### config.mk
export PLATFORM = sky130hd
export DESIGN_NAME = nanov_store_io
export DESIGN_NICKNAME = d
export VERILOG_FILES = /design/src/rtl/nanov_store_io.sv
export SDC_FILE = /design/constraint.sdc
export NUM_CORES = 1
export LEC_CHECK = 0
export ABC_AREA = 0
export CORE_MARGIN = 2
export CORE_UTILIZATION = 45
export CTS_BUF_LIST = sky130_fd_sc_hd__clkbuf_8
export CTS_CLUSTER_DIAMETER = 100
export DETAILED_ROUTE_END_ITERATION = 7
export PLACE_DENSITY_LB_ADDON = 0.05
export RECOVER_POWER = 100
export SYNTH_ARGS = -nofsm -noshare
export SYNTH_HDL_FRONTEND = slang
export SYNTH_SLANG_ARGS = --single-unit
export TNS_END_PERCENT = 100
### constraint.sdc
create_clock -name clk -period 2.31 [get_ports clk]
set_input_delay 0.231 -clock clk [delete_from_list [all_inputs] [get_ports clk]]
set_output_delay 0.231 -clock clk [all_outputs]
set_load 0.01 [all_outputs]
### src/rtl/nanov_store_io.sv
// nanov_store_io
//   Write-only memory-mapped I/O stage that sits directly after the nanoV CPU
//   store port. Each store has two parts: an address strobe and then a data
//   strobe. Stores to SPI memory space (address[31:24] == 0) are discarded.
//   Peripheral stores are decoded on address[3:2]:
//     0x0 : gpio_out <= V[7:0]
//     0x4 : push V[7:0] to the UART transmitter
//     0x8 : clear uart_overflow
//     0xC : ignored
//   V is the bit-reversed CPU data bus: V[i] = cpu_data[31-i].
//
//   Optional feature macro: NANOV_UART_FIFO_EN
//     defined   : FIFO_DEPTH-entry circular FIFO in front of the UART FSM
//     undefined : single holding register in front of the UART FSM
//
// Parameters
//   CLKS_PER_BIT : clk cycles per UART bit (4..4095)
//   FIFO_DEPTH   : TX FIFO entries, power of two 2..16 (FIFO build only)
//
// Ports
//   clk           in   clock
//   rstn          in   synchronous active-low reset
//   cpu_data      in   CPU data_out bus (address or bit-reversed data)
//   store_addr    in   cpu_data holds a store address this cycle
//   store_data    in   cpu_data holds store data this cycle
//   gpio_out      out  8-bit GPIO output register
//   uart_tx       out  8N1 serial output, idle high
//   uart_busy     out  transmitter active or TX data pending
//   uart_overflow out  sticky flag: a UART write was dropped
//
// Handshake: there is no back-pressure. A strobe is consumed on the clock
// edge where it is high; the CPU guarantees stores are widely spaced.

module nanov_store_io #(
  parameter int CLKS_PER_BIT = 104,
  parameter int FIFO_DEPTH   = 4
) (
  input  logic        clk,
  input  logic        rstn,
  input  logic [31:0] cpu_data,
  input  logic        store_addr,
  input  logic        store_data,
  output logic [7:0]  gpio_out,
  output logic        uart_tx,
  output logic        uart_busy,
  output logic        uart_overflow
);

  typedef enum logic [1:0] {
    ST_IDLE  = 2'd0,
    ST_START = 2'd1,
    ST_DATA  = 2'd2,
    ST_STOP  = 2'd3
  } uart_state_e;

  localparam logic [11:0] BIT_LAST = 12'(CLKS_PER_BIT - 1);

  // ---------------------------------------------------------------------
  // Address latch and decode
  // ---------------------------------------------------------------------
  // Only address bits [31:24] and [3:2] take part in decoding, so only
  // those are held: {region[7:0], reg_sel[1:0]}.
  logic [9:0] addr_q, addr_d;
  logic       pending_q, pending_d;
  logic [7:0] gpio_q, gpio_d;
  logic       ovf_q, ovf_d;
  logic [7:0] store_v;

  logic       act;
  logic       gpio_we;
  logic       push_req;
  logic       clr_ovf;
  logic       push_ok;
  logic       push_drop;

  // Bits of the bus that never influence behaviour.
  logic unused_bus;
  assign unused_bus = ^{cpu_data[23:4], cpu_data[1:0]};

  always_comb begin
    store_v = '0;
    for (int i = 0; i < 8; i++) begin
      store_v[i] = cpu_data[31-i];
    end
  end

  // The data strobe always uses the previously latched address, so a
  // simultaneous address strobe only affects the next store.
  assign act       = store_data && pending_q && (addr_q[9:2] != 8'h00);
  assign gpio_we   = act && (addr_q[1:0] == 2'd0);
  assign push_req  = act && (addr_q[1:0] == 2'd1);
  assign clr_ovf   = act && (addr_q[1:0] == 2'd2);
  assign push_drop = push_req && !push_ok;

  always_comb begin
    addr_d    = addr_q;
    pending_d = pending_q;
    gpio_d    = gpio_q;
    ovf_d     = ovf_q;
    if (store_data && pending_q) begin
      pending_d = 1'b0;
    end
    if (store_addr) begin
      addr_d    = {cpu_data[31:24], cpu_data[3:2]};
      pending_d = 1'b1;
    end
    if (gpio_we) begin
      gpio_d = store_v;
    end
    if (clr_ovf) begin
      ovf_d = 1'b0;
    end
    if (push_drop) begin
      ovf_d = 1'b1;
    end
  end

  always_ff @(posedge clk) begin
    if (!rstn) begin
      addr_q    <= '0;
      pending_q <= 1'b0;
      gpio_q    <= 8'h00;
      ovf_q     <= 1'b0;
    end else begin
      addr_q    <= addr_d;
      pending_q <= pending_d;
      gpio_q    <= gpio_d;
      ovf_q     <= ovf_d;
    end
  end

  // ---------------------------------------------------------------------
  // TX buffer between the decoder and the UART FSM
  // ---------------------------------------------------------------------
  logic       tx_avail;
  logic [7:0] tx_byte;
  logic       pop;

`ifdef NANOV_UART_FIFO_EN
  localparam int PW = (FIFO_DEPTH > 1) ? $clog2(FIFO_DEPTH) : 1;
  localparam int CW = PW + 1;

  logic [7:0]    mem_q [FIFO_DEPTH];
  logic [PW-1:0] wr_ptr_q, wr_ptr_d;
  logic [PW-1:0] rd_ptr_q, rd_ptr_d;
  logic [CW-1:0] count_q, count_d;
  logic          full;
  logic          push_acc;

  assign full     = (count_q == CW'(FIFO_DEPTH));
  // A pop on the same edge frees a slot, so a push into a full FIFO is
  // still accepted then.
  assign push_ok  = !full || pop;
  assign push_acc = push_req && push_ok;
  assign tx_avail = (count_q != '0);
  assign tx_byte  = mem_q[rd_ptr_q];

  always_comb begin
    wr_ptr_d = wr_ptr_q;
    rd_ptr_d = rd_ptr_q;
    count_d  = count_q;
    if (push_acc) begin
      wr_ptr_d = wr_ptr_q + PW'(1);
    end
    if (pop) begin
      rd_ptr_d = rd_ptr_q + PW'(1);
    end
    if (push_acc && !pop) begin
      count_d = count_q + CW'(1);
    end else if (pop && !push_acc) begin
      count_d = count_q - CW'(1);
    end
  end

  always_ff @(posedge clk) begin
    if (!rstn) begin
      wr_ptr_q <= '0;
      rd_ptr_q <= '0;
      count_q  <= '0;
    end else begin
      wr_ptr_q <= wr_ptr_d;
      rd_ptr_q <= rd_ptr_d;
      count_q  <= count_d;
    end
  end

  // Storage needs no reset: the count qualifies every entry.
  always_ff @(posedge clk) begin
    if (push_acc) begin
      mem_q[wr_ptr_q] <= store_v;
    end
  end
`else
  localparam int unused_fifo_depth = FIFO_DEPTH;

  logic [7:0] hold_q, hold_d;
  logic       hold_valid_q, hold_valid_d;

  // The holding register is freed when the FSM loads it at START entry.
  assign push_ok  = !hold_valid_q || pop;
  assign tx_avail = hold_valid_q;
  assign tx_byte  = hold_q;

  always_comb begin
    hold_d       = hold_q;
    hold_valid_d = hold_valid_q;
    if (pop) begin
      hold_valid_d = 1'b0;
    end
    if (push_req && push_ok) begin
      hold_d       = store_v;
      hold_valid_d = 1'b1;
    end
  end

  always_ff @(posedge clk) begin
    if (!rstn) begin
      hold_q       <= 8'h00;
      hold_valid_q <= 1'b0;
    end else begin
      hold_q       <= hold_d;
      hold_valid_q <= hold_valid_d;
    end
  end
`endif

  // ---------------------------------------------------------------------
  // UART 8N1 transmitter FSM
  // ---------------------------------------------------------------------
  uart_state_e state_q;
  logic [11:0] cnt_q;
  logic [2:0]  idx_q;
  logic [7:0]  shift_q;
  logic        tx_q;
  logic        bit_done;

  assign bit_done = (cnt_q == BIT_LAST);

  // The buffer is read exactly when a start bit begins: from IDLE, or
  // straight out of the last stop-bit cycle for gap-free back-to-back bytes.
  assign pop = tx_avail &&
               ((state_q == ST_IDLE) || ((state_q == ST_STOP) && bit_done));

  always_ff @(posedge clk) begin
    if (!rstn) begin
      state_q <= ST_IDLE;
      cnt_q   <= '0;
      idx_q   <= '0;
      shift_q <= 8'h00;
      tx_q    <= 1'b1;
    end else begin
      case (state_q)
        ST_IDLE: begin
          cnt_q <= '0;
          if (tx_avail) begin
            state_q <= ST_START;
            shift_q <= tx_byte;
            tx_q    <= 1'b0;
          end
        end
        ST_START: begin
          if (bit_done) begin
            state_q <= ST_DATA;
            cnt_q   <= '0;
            idx_q   <= 3'd0;
            tx_q    <= shift_q[0];
          end else begin
            cnt_q <= cnt_q + 12'd1;
          end
        end
        ST_DATA: begin
          if (bit_done) begin
            cnt_q <= '0;
            if (idx_q == 3'd7) begin
              state_q <= ST_STOP;
              tx_q    <= 1'b1;
            end else begin
              idx_q <= idx_q + 3'd1;
              tx_q  <= shift_q[idx_q + 3'd1];
            end
          end else begin
            cnt_q <= cnt_q + 12'd1;
          end
        end
        ST_STOP: begin
          if (bit_done) begin
            cnt_q <= '0;
            if (tx_avail) begin
              state_q <= ST_START;
              shift_q <= tx_byte;
              tx_q    <= 1'b0;
            end else begin
              state_q <= ST_IDLE;
            end
          end else begin
            cnt_q <= cnt_q + 12'd1;
          end
        end
        default: begin
          state_q <= ST_IDLE;
          cnt_q   <= '0;
          tx_q    <= 1'b1;
        end
      endcase
    end
  end

  assign gpio_out      = gpio_q;
  assign uart_tx       = tx_q;
  assign uart_busy     = (state_q != ST_IDLE) || tx_avail;
  assign uart_overflow = ovf_q;

endmodule

==> flow_summary.yaml, run 1 <==
layout:
  drive_above_1_share_pct: 5.93
  finish.instance_area_mm2: 0.00281
  n_antenna_cell: 0
  instances_no_fill: 340
  nNetsFinal: 314
  syn_to_final_growth_pct: 14.5
route:
  num_vias: 1678
  wl_per_cell_um: 12.7
  drc: 0
  ant_nets: 0
  vias_per_cell: 4.94
  drt-initial-drc-count: 34
  routed_wl_mm: 4.32
  first_pass_iters: 4
floorplan:
  die_w_um: 77.9
  fp.dieArea_mm2: 0.00607
  start_util_pct: 47.5
  std_cell_rows: 26
  core-area_mm2: 0.00517
  die_y_um: 77.9
  pin_count: 47
power_and_ir_drop:
  p_seq_share_pct: 55.8
  swShare_pct: 26.5
  intPower_uw: 1320
  power_leakage_uw: 0.00114
  peakVddDrop_v: 0.000297
  netSwitchingPower_uw: 478
  powerDensity_mw_per_mm2: 640
  clkPwrFrac_pct: 29.4
  comb_power_share_pct: 14.8
global_routing:
  grt_max_degree: 52
  grt_pass1_vias: 1649
  overflow: 0
  grt_pass1_wl_mm: 7.76
  track_usage_pct: 16.0
  antenna_found_initial: 0
synthesis:
  yosys_warnings: 0
  seq_area_frac_synth_pct: 44.8
  synth_common_cells: "55 x dfxtp_1, 39 x mux2i_1, 29 x nand2_1"
  yosysTopAreaCell: "dfxtp_1"
  yosysUniqueCellTypes: 46
  netlist_area_mm2: 0.00246
  yosys-top-cells-area: "dfxtp_1 45%, mux2i_1 16%, nor2b_1 5.9%"
  synth_area_per_cell_um2: 9.95
  synth_nets: 291
  synth_edf_count: 0
  synth-main-ff-cell: "dfxtp_1"
  synth.most_common_cell: "dfxtp_1"
  synthArstFlopShare_pct: 0
  yosys.area.top_type_share_pct: 44.8
  synth_cells: 247
  ys_ff_latch: 55
sta:
  max_slew_margin_pct: 43.6
  drv_slew: 0
  setup_violations: 0
  final.period_utilization_pct: 93.2
  timing.final.ws_setup_ns: 0.157
  finalHoldViolCount: 0
  skew_ns: 0.00749
  rsz0062_at_grt: "false"
  whs_ns: 0.462
  period_minus_slack_ns: 2.15
  fmax_ghz: 0.464
  worst_pin_slew_ns: 0.842
  setup_tns_ns: 0
clock_network:
  cts-resized-gates: 0
  root_buffer: "clkbuf_8"
  ctsHoldBuffers: 0
  cts_setup_buffers: 0
  clk_latency_ns: 0.31
  htreeDepth: 2
  cts_tree: "done"
  numCtsBuffers: 5
  cts.reportedPaths.clkPinSlew_ns: 0.10
  clock_sinks: 55
  clk_path_buf_depth: 2
placed_design:
  gp_congestion: 0.770
  dpl_worst_slack_ns: 0.191
  numPortBuffers: 24
  dpl.cell_count: 333
  dpl.hpwl_mm: 3.05
  dpl_cell_area_mm2: 0.00275
setup_path:
  cp-end-kind: "flip-flop"
  cpPeakStageDelay_ns: 0.58
  path_cells: "or4_1 > nor3_4 > a21oi_2 > nand3b_1 > mux2i_1"
  crit_fanout: 8
  cp_slowest_cell: "or4_1"
  worst-path-buf-inv: 0
  cp_data_arrival_time_ns: 2.35
  critPathRequiredTime_ns: 2.50
  cp.depth: 5
  path_class: "flip-flop to flip-flop"
  startpoint_type: "flip-flop"
  worstReg2RegStart: "cnt_q[9]"
  startpoint: "cnt_q[9]"
  critPathTopFamily: "simple AND/OR/NAND/NOR gates"
  ff2ff_path_depth: 5
min_path:
  hold_depth: 2
  worstHoldPathType: "flip-flop to flip-flop"
  hold_path.startpoint: "shift_q[4]"
outcome:
  status: "complete, no violations"
job:
  max_cap_viol_count: 0
-- cell type report --
class	instances	area, um2
Clock buffer	5	68.8
Clock inverter	2	16.3
Fill cell	511	2360
Inverter	8	30.0
Multi-Input combinational cell	175	1260
Sequential cell	55	1100
Tap cell	70	87.6
Timing Repair Buffer	25	248
-- tightest hold or removal path, stage by stage (launching register included) --
cell	delay, ns
dfxtp_1	0.32
nand2_1	0.05
mux2i_1	0.05
-- kinds of logic after synthesis --
| logic type | after synthesis | synth area share [%] |
|---|---|---|
| DFF | 55 | 44.8 |
| buffers and inverters | 17 | 2.95 |
| muxes | 42 | 17.7 |
| adders and majority gates | 8 | 4.07 |
| and+or+nand+nor | 98 | 21.4 |
| AOI/OAI and AO/OA | 17 | 5.45 |
| xor gates and xnor gates | 10 | 3.56 |
-- flip-flops by register name (all words and copies together), names as in the netlist --
name / flops
addr_q: 10
cnt_q: 12
gpio_out: 8
hold_q: 8
hold_valid_q: 1
idx_q: 3
pending_q: 1
shift_q: 8
state_q: 2
uart_overflow: 1
uart_tx: 1
-- layout by cell type, fill, tap and decap left out, types with 2 or more instances in the layout --
cell type        synthesis  layout
nand3_1                  5       5
inv_1                    8       8
o311ai_0                 2       2
ha_1                     8       8
clkbuf_8                 0       5
nor2b_1                 23      23
dfxtp_1                 55      55
clkdlybuf4s50_1          0      12
a21oi_1                  2       2
nor3_1                   2       2
or4_1                    2       3
xnor2_1                  4       4
nand2b_1                 2       2
dlygate4sd3_1            0      12
mux2i_1                 39      39
nand2_1                 29      30
mux2_2                   2       2
xor2_1                   6       6
and3_1                   3       3
nand4_1                  3       3
nor2_1                  18      19
-- path summary, 6_finish.rpt --
path	slack [ns]	endpoint
setup / recovery	0.16	hold_q[7]
hold / removal	0.46	shift_q[4]
setup reg to reg	0.16	hold_q[7]
hold reg to reg	0.46	shift_q[4]
-- stage by stage --
step / power (uW) / utilization, %
after CTS: 1840 / 54.8
final: 1800 / 54.4
after global placement: 1310 / 53.2
after global routing: 1900 / 54.4
after floorplan: 1210 / -
after detailed placement: 1310 / 53.2
-- per-layer routing --
layer	share of wire (%)	wire [um]	GRT usage [%]	vias to the layer above
li1	-	-	-	892
met1	50	2150	20.9	756
met2	45	1940	24.7	25
met3	3.7	160	5.23	5
met4	1.6	67	5.79	0
met5	0	0	0	-
-- power by group through the flow --
stage	clock, uW	combinational (uW)	sequential [uW]
after floorplan	0	177	1030
after detailed placement	0	279	1030
final	530	266	1010
after global placement	0	279	1030
after CTS	553	281	1010
after global routing	588	305	1010
Power figures use the tool's default switching activity.
==> run 2: changes to the inputs <==
==> constraint.sdc (replaced) <==
create_clock -name clk -period 2.77 [get_ports clk]
set_input_delay 0.277 -clock clk [delete_from_list [all_inputs] [get_ports clk]]
set_output_delay 0.277 -clock clk [all_outputs]
set_load 0.01 [all_outputs]
==> run 2 against run 1 <==
  * Wire length down 0.14%
  * Highest routed layer unchanged
  * Clock power down 17%
  * Hold slack worse by 0.0010 ns
  * Setup slack better by 0.23 ns
  * Cell count unchanged
  * Clock skew about the same
  * Critical path type unchanged
  * Critical path depth unchanged
  * Register-to-register slack better by 0.23 ns
  * Largest cell class unchanged
  * Combinational power down 17%
  * Global-route usage about the same
  * Count of clock-buffer cells in the layout unchanged
  * First-iteration DRC count up 47%
==> flow_summary.yaml, run 2 (same netlist as run 1, synthesis figures left out) <==
layout:
  largest_reg_flops: 12
  instances_no_fill: 340
  layout_common_cells: "55 x dfxtp_1, 39 x mux2i_1, 30 x nand2_1"
  fin_util_pct: 54.1
  layout.cells.most_common: "dfxtp_1"
  drive_above_1_share_pct: 5.19
  top_register: "cnt_q"
  syn_to_final_growth_pct: 13.9
  nNetsFinal: 314
  n_antenna_cell: 0
  top_regs: "cnt_q: 12 flops, addr_q: 10 flops"
min_path:
  hold_path.startpoint: "shift_q[4]"
  worstHoldEndpoint: "shift_q[4]"
  worstHoldPathType: "flip-flop to flip-flop"
  hold_depth: 2
route:
  num_vias: 1690
  first_pass_iters: 4
  drc: 0
  vias_per_cell: 4.97
  ant_nets: 0
  drt-initial-drc-count: 50
  routed_wl_mm: 4.31
  wl_per_cell_um: 12.7
global_routing:
  grt_max_degree: 52
  overflow: 0
  grt_pass1_wl_mm: 7.84
  grt_pass1_vias: 1703
  antenna_found_initial: 0
  track_usage_pct: 16.0
outcome:
  status: "complete, no violations"
sta:
  setup_violations: 0
  worst_pin_slew_ns: 1.40
  finalHoldViolCount: 0
  skew_ns: 0.00741
  fmax_ghz: 0.419
  rsz0062_at_grt: "false"
  drv_slew: 0
  period_minus_slack_ns: 2.39
  setup_tns_ns: 0
  max_slew_margin_pct: 5.62
  final.period_utilization_pct: 86.1
job:
  max_cap_viol_count: 0
power_and_ir_drop:
  peakVddDrop_v: 0.000259
  power_leakage_uw: 0.00117
  powerDensity_mw_per_mm2: 535
  p_total_uw: 1500
floorplan:
  die_w_um: 77.9
  pin_count: 47
  die_y_um: 77.9
  core-area_mm2: 0.00517
  fp.dieArea_mm2: 0.00607
  std_cell_rows: 26
  start_util_pct: 47.5
setup_path:
  worstReg2RegStart: "cnt_q[9]"
  cp-end-kind: "flip-flop"
  path_class: "flip-flop to flip-flop"
  critPathRequiredTime_ns: 2.95
  cp_data_arrival_time_ns: 2.57
  worstReg2RegEnd: "shift_q[0]"
  r2r_setup_slack_ns: 0.38
  crit_fanout: 8
  startpoint_type: "flip-flop"
  ff2ff_path_depth: 5
clock_network:
  cts_tree: "done"
  numCtsBuffers: 5
  ctsHoldBuffers: 0
  cts-resized-gates: 0
  cts.reportedPaths.clkPinSlew_ns: 0.10
  clk_latency_ns: 0.30
  clk_path_buf_depth: 2
  cts_setup_buffers: 0
  root_buffer: "clkbuf_8"
  htreeDepth: 2
  clock_sinks: 55
placed_design:
  dpl.hpwl_mm: 3.04
  dpl.cell_count: 333
  numPortBuffers: 24
  gp_congestion: 0.747
[run 2: final cells by class]
class | count | area [um2]
clock buffer | 5 | 68.8
clock inverter | 2 | 16.3
fill | 505 | 2370
inverter | 8 | 30.0
multi-input combinational | 175 | 1250
sequential | 55 | 1100
tap | 70 | 87.6
timing repair buffer | 25 | 245
[run 2: metrics by stage]
| step | hold WS (ns) | worst slack, ns | cell area, um2 |
|---|---|---|---|
| 2_1_floorplan | 0.416 | 0.833 | 2460 |
| 3_3_place_gp | 0.445 | 0.674 | 2750 |
| 3_5_place_dp | 0.453 | 0.653 | 2750 |
| 4_1_cts | 0.469 | 0.626 | 2840 |
| 5_1_grt | 0.498 | 0.225 | 2800 |
| 6_report | 0.461 | 0.385 | 2800 |
[run 2: how the worst max path moves through the flow]
stage / from / endpoint / slack [ns] / cells past startpoint
floorplan: idx_q[0] / uart_tx / 0.83 / 7
global placement: idx_q[0] / uart_tx / 0.67 / 7
detailed placement: idx_q[0] / uart_tx / 0.65 / 7
CTS: idx_q[0] / uart_tx / 0.63 / 7
global route: idx_q[0] / idx_q[0] / 0.23 / 5
finish: cnt_q[9] / shift_q[0] / 0.38 / 5
[run 2: where the power goes]
group,switching (uW),internal (uW)
Sequential,19.0,820
Combinational,114,107
Clock,262,177
Total,395,1100
[run 2: metal layers]
metal | up-vias | global-route usage [%] | part of all wire, %
li1 | 892 | - | -
met1 | 766 | 21.3 | 49
met3 | 7 | 3.95 | 3.0
met4 | 0 | 6.14 | 1.4
met5 | - | 0 | 0
met2 | 25 | 25.3 | 46
[run 2: critical path, cell delays in order (launching register included)]
cell	delay (ns)
dfxtp_1	0.36
or4_2	0.66
nor3_1	0.52
mux2_2	0.26
nand2_1	0.26
mux2i_1	0.20
